[config.mk]
export PLATFORM = sky130hd
export DESIGN_NAME = pipe_stage_reg
export DESIGN_NICKNAME = d
export VERILOG_FILES = /design/src/rtl/pipe_stage_reg.sv
export SDC_FILE = /design/constraint.sdc
export NUM_CORES = 1
export LEC_CHECK = 0
export CORE_MARGIN = 3
export CORE_UTILIZATION = 32
export DETAILED_ROUTE_END_ITERATION = 8
export GPL_TIMING_DRIVEN = 0
export PLACE_DENSITY_LB_ADDON = 0.25
export SLEW_MARGIN = 0
export SYNTH_ARGS = -nofsm -noshare
export SYNTH_HDL_FRONTEND = slang
export SYNTH_SLANG_ARGS = --single-unit
[constraint.sdc]
create_clock -name clk -period 5.72 [get_ports clk]
set_input_delay 1.716 -clock clk [delete_from_list [all_inputs] [get_ports clk]]
set_output_delay 1.716 -clock clk [all_outputs]
set_load 0.01 [all_outputs]
[src/rtl/pipe_stage_reg.sv]
// pipe_stage_reg: valid/ready pipeline register with optional 2-entry skid buffer, flush and freeze
module pipe_stage_reg #(
  parameter int WIDTH = 32,
  parameter logic [WIDTH-1:0] INIT = {WIDTH{1'b0}},
  parameter bit SKID = 1'b1
) (
  input  logic             clk,
  input  logic             rst,
  input  logic             ena,
  input  logic             flush,
  input  logic             in_valid,
  output logic             in_ready,
  input  logic [WIDTH-1:0] in_data,
  output logic             out_valid,
  input  logic             out_ready,
  output logic [WIDTH-1:0] out_data,
  output logic [1:0]       level
);
  typedef enum logic [1:0] {EMPTY = 2'd0, ONE = 2'd1, FULL = 2'd2} state_t;
  state_t state, state_n;
  logic [WIDTH-1:0] main, main_n, skid, skid_n;
  logic in_fire, out_fire;
  // The skid build decodes in_ready from state alone, cutting the out_ready path
  assign in_ready = SKID ? (state != FULL) : ((state == EMPTY) | (out_ready & ena));
  assign in_fire = in_valid & in_ready & ena & ~flush;
  assign out_fire = out_valid & out_ready & ena;
  assign out_valid = state != EMPTY;
  assign out_data = main;
  assign level = state;
  always_comb begin
    state_n = state;
    main_n = main;
    skid_n = skid;
    if (flush) begin
      state_n = EMPTY;
      main_n = INIT;
      skid_n = INIT;
    end else if (ena) begin
      case (state)
        EMPTY: begin
          state_n = in_fire ? ONE : EMPTY;
          main_n = in_fire ? in_data : main;
        end
        ONE: begin
          state_n = (in_fire & ~out_fire & SKID) ? FULL : (out_fire & ~in_fire) ? EMPTY : ONE;
          main_n = (in_fire & out_fire) ? in_data : main;
          skid_n = (in_fire & ~out_fire & SKID) ? in_data : skid;
        end
        FULL: begin
          state_n = out_fire ? ONE : FULL;
          main_n = out_fire ? skid : main;
        end
        default: state_n = EMPTY;
      endcase
    end
  end
  always_ff @(posedge clk or negedge rst)
    if (!rst) begin
      state <= EMPTY;
      main <= INIT;
    end else begin
      state <= state_n;
      main <= main_n;
    end
  if (SKID) begin : g_skid
    always_ff @(posedge clk or negedge rst)
      if (!rst) skid <= INIT;
      else skid <= skid_n;
  end else begin : g_noskid
    assign skid = INIT;
  end
endmodule

After elaboration in Yosys (flattened, before gate mapping)
Cells that the tools add are included.
{"block": "word_totals", "ff_bits": 66}
{"block": "op_classes", "n_eq_ne": 6, "muxes": 17, "bitwise_logic": 11, "n_reduce_logical": 8}
{"cell": "$mux W32", "count": 9}
{"cell": "$pmux W32 S3", "count": 1}
{"cell": "$ne A3 B3 Y1 const B", "count": 3}
{"cell": "$and A1 B1 Y1", "count": 8}
{"cell": "$mux W2", "count": 4}
{"cell": "$reduce_bool A2 Y1", "count": 4}
{"cell": "$pmux W2 S3", "count": 1}
{"cell": "$reduce_and A5 Y1", "count": 1}
{"cell": "$reduce_bool A4 Y1", "count": 1}
{"cell": "$not A1 Y1", "count": 3}
{"cell": "$reduce_and A3 Y1", "count": 1}
{"cell": "$eq A2 B1 Y1 const B", "count": 1}
{"cell": "$eq A2 B2 Y1 const B", "count": 1}
{"cell": "$logic_not A2 Y1", "count": 1}
{"cell": "$mux W1", "count": 2}
{"cell": "$ne A2 B2 Y1 const B", "count": 1}

Longest topological paths before layout
{"block": "logic_depth", "ltp_word": 11, "depth_mapped": 10}

Least setup slack after synthesis
OpenSTA, ideal clock, no wires.
{"block": "synth_timing", "path_type": "input -> register", "from": "input port flush", "to": "register skid[0]", "setup_ns": 0.121, "t_arrival_ns": 3.280, "t_required_ns": 5.599, "slack_ns": 2.319, "cell_stages": 8, "n_path_buf": 3, "path_cell_list": "clkbuf_1 -> nor4b_1 -> ha_1 -> nand4b_1 -> nor2b_1 -> clkbuf_1 -> buf_2 -> a22o_1"}
{"block": "synth_via", "elab_chain_len": 5}
{"element": "start: declaration", "line": "10", "text": "input logic flush,"}
{"element": "$not A1 Y1", "line": "25", "text": "assign in_fire = in_valid & in_ready & ena & ~flush;"}
{"element": "$and A1 B1 Y1", "line": "25"}
{"element": "$and A1 B1 Y1", "line": "47", "text": "skid_n = (in_fire & ~out_fire & SKID) ? in_data : skid;"}
{"element": "$reduce_bool A2 Y1 (no line)"}
{"element": "$reduce_and A3 Y1 (no line)"}
{"element": "end signal: assignment", "line": "68", "text": "else skid <= skid_n;"}
{"element": "end: declaration", "line": "21", "text": "logic [WIDTH-1:0] main, main_n, skid, skid_n;"}
Several ways; a longest one is shown, not always the timed one.
A chain may end at the register's enable or synchronous reset.

Final worst setup path
{"block": "layout_timing", "from": "input port ena", "to": "register skid[27]"}
{"block": "layout_via", "elab_chain_len": 5}
{"element": "start: declaration", "line": "9", "text": "input logic ena,"}
{"element": "$and A1 B1 Y1, on equally long branches", "line": "25, 26"}
{"element": "$and A1 B1 Y1 or $not A1 Y1 (tied branches)", "line": "25, 47"}
{"element": "$and A1 B1 Y1", "line": "47"}
{"element": "$reduce_bool A2 Y1 (no line)"}
{"element": "$reduce_and A3 Y1 (no line) *"}
Every way passes the cells marked *; elsewhere a longest branch is shown, timed or not.

==> impl_metrics.csv <==
group,metric,value,unit
worst_setup_path,startpoint,"ena",
global_route,grt_antenna_before_repair,0,
worst_setup_path,rr_worst_depth,9,
placed_design,placed_cell_area,0.004095,sq mm
route,wl_per_cell,18.06,um
worst_setup_path,r2r-end,"skid[27]",
logic_synthesis,syn_nets,287,
timing,setup_ws,1.839,ns
worst_setup_path,path_class,"in2reg",
logic_synthesis,yosys.area.top_type,"dfrtp_1",
placed_design,io_buffers,72,
timing,fmax,257.7,MHz
logic_synthesis,synth_cells,247,
logic_synthesis,synth_top_area_share,0.5136,
clock_network,postCtsSetupRepairBufs,0,
worst_setup_path,worstPathRequired,6.00,ns
logic_synthesis,synth-seq-area-share,0.5136,
logic_synthesis,syn_avg_cell_area,13.02,sq um
placed_design,gp_congestion,0.7729,
placed_design,dp_hpwl,5630,um
clock_network,cts_hold_buf,0,
clock_network,cts-htree-levels,3,
job,cap_violations,0,
worst_setup_path,cp_slowest_cell,"clkdlybuf4s50_1",
clock_network,cts-root-buf,"clkbuf_8",
route,first_pass_iters,4,
pwr,p_per_area,237.6,mW/mm^2
floorplanning,start_util,0.3384,
worst_hold_path,holdCritPathClass,"reg2reg",
floorplanning,chipHeight,106.2,um
cells_and_area,layout.nets,370,
worst_setup_path,setup.worst_path.end,"skid[27]",
worst_setup_path,cp_data_arrival_time,4.16,ns
clock_network,path_clk_slew,0.07,ns
route,drtIter0Drc,72,
worst_setup_path,crit_path_start_kind,"input port",
timing,finClkSkew,0.006539,ns
worst_setup_path,critPathMaxFanout,10,
global_route,track_usage,0.1540,
clock_network,numCtsBuffers,9,
timing,hold_violations,0,
route,drtAntennaViolNets,0,
timing,rsz0062_at_grt,"false",
timing,min_period,3.881,ns
global_route,grt_max_degree,67,
logic_synthesis,synth_seq_cells,66,
cells_and_area,drive_gt1_frac,0.2096,
global_route,grt_overflow,0,
route,wl,8364,um
timing,worst_pin_slew,0.8377,ns
floorplanning,die_w,106.2,um
clock_network,insertion_delay,0.34,ns
worst_setup_path,cp-end-kind,"register",
cells_and_area,nFillCells,928,
timing,post-route-period-util,0.6785,
floorplanning,rows,35,
cells_and_area,diodes,0,
timing,slew_viol_final,0,
logic_synthesis,synth_edf_count,0,
floorplanning,die-area,0.01129,sq mm
status,run_status,"completed",
global_route,grt_pass1_wl,13740,um
timing,finalSetupViolCount,0,
logic_synthesis,yosysUniqueCellTypes,25,
cells_and_area,fin_area,0.004264,sq mm
clock_network,clockBufferDepth,2,
worst_setup_path,r2r_slack,2.94,ns
clock_network,cts_tree,"done",
logic_synthesis,synth-main-ff-cell,"dfrtp_1",
route,drc_errors,0,
logic_synthesis,synthTopCellsByArea,"dfrtp_1, a211oi_2, mux2i_1",
logic_synthesis,synth_area,0.003216,sq mm
logic_synthesis,synth_most_common_cell,"dfrtp_1",
worst_setup_path,cp_slowest_stage_delay,0.58,ns
global_route,first_global_vias,2630,
logic_synthesis,synth_common_cells,"dfrtp_1, a211oi_1, a22o_1, mux2i_1, a211oi_2",
worst_setup_path,crit_chain,"clkdlybuf4s50_1 > inv_1 > nor4b_1 > ha_1 > nand3b_1 > nor3_1 > buf_2 > a22o_1",
timing,slew_headroom,0.4415,
clock_network,cts_resized,0,
pwr,power,1.013,mW
logic_synthesis,async_flop_share,1.000,
floorplanning,core_area,0.009503,sq mm
route,via_count,2434,
logic_synthesis,ys_warn_count,0,
worst_setup_path,rr_startpoint,"level[1]",
cells_and_area,area_delta_synth_final,32.61,%
timing,final.setup.tns,0,ns
route,viasPerCell,5.257,
placed_design,dpl_worst_slack,1.427,ns
floorplanning,ios,74,
pwr,power_leakage,1.716,nW
pwr,ir_drop,0.09715,mV
clock_network,clock_sinks,66,
-- state kept, by name, indices dropped and copies added, names as in the netlist --
| register | flops |
|---|---|
| out_data | 32 |
| skid | 32 |
| level | 2 |
-- cell usage in the layout (no fill, tap or decap), types with 2 or more instances in the layout --
master,n
buf_6,3
a22o_1,32
nand2_1,2
buf_4,6
o21ai_0,2
a211oi_2,30
clkinv_2,3
inv_1,3
clkbuf_1,7
ha_1,2
clkdlybuf4s50_1,71
dfrtp_1,66
buf_2,13
a211oi_1,34
nor2b_1,4
mux2i_1,32
a21oi_1,2
clkbuf_8,10
-- through the flow --
stage	hold slack, ns	utilization	cells
CTS	0.5115	0.4487	463
global route	0.5238	0.4487	463
floorplan	0.4722	-	247
finish	0.5095	0.4487	463
detailed placement	0.4909	0.4309	448
global placement	0.4880	0.4312	448
-- layout make-up --
| class | instances | area [sq um] | share of cell area |
|---|---|---|---|
| Inverter | 3 | 11.26 | 0.002641 |
| Tap cell | 129 | 161.4 | 0.03785 |
| Buffer | 29 | 166.4 | 0.03903 |
| Timing Repair Buffer | 72 | 718.2 | 0.1684 |
| Clock buffer | 10 | 137.6 | 0.03228 |
| Multi-Input combinational cell | 149 | 1386 | 0.3251 |
| Sequential cell | 66 | 1652 | 0.3873 |
| Clock inverter | 5 | 31.28 | 0.007336 |
-- routing by layer --
metal	global-route usage	share of wire	vias up
met4	0.04440	0.013	0
met3	0.04979	0.061	11
met1	0.2170	0.48	1216
met5	0	0	-
met2	0.2262	0.45	78
li1	-	-	1129
-- power breakdown --
part	internal (mW)	switching, mW	total (mW)
Clock	0.165	0.181	0.346
Sequential	0.484	0.0128	0.497
Combinational	0.0857	0.0847	0.170
-- critical path: cells and delay by family --
| family | cells | cell delay [ns] |
|---|---|---|
| AOI/OAI and AO/OA | 1 | 0.17 |
| adders and majority gates | 1 | 0.25 |
| and+or+nand+nor | 3 | 0.98 |
| buffers and inverters | 3 | 1.04 |
-- cell families (layout without fill, tap and decap cells) --
logic type | after synthesis | count (layout) | synth area share
flip-flops | 66 | 66 | 0.5136
AND/OR/NAND/NOR | 13 | 13 | 0.02607
AO/OA/AOI/OAI | 101 | 101 | 0.2942
buffers and inverters | 32 | 119 | 0.05525
adder cells (fa/ha/maj) | 2 | 2 | 0.007781
multiplexers | 33 | 33 | 0.1031
-- how the worst min path moves through the flow --
stage | slack, ns | depth (start not counted) | startpoint | to
detailed placement | 0.49 | 1 | skid[4] | skid[4]
global placement | 0.49 | 1 | skid[25] | skid[25]
global route | 0.52 | 1 | skid[30] | skid[30]
floorplan | 0.47 | 1 | skid[30] | skid[30]
CTS | 0.51 | 1 | skid[18] | skid[18]
finish | 0.51 | 1 | skid[18] | skid[18]
No activity file was read; power rests on OpenSTA's default activity.
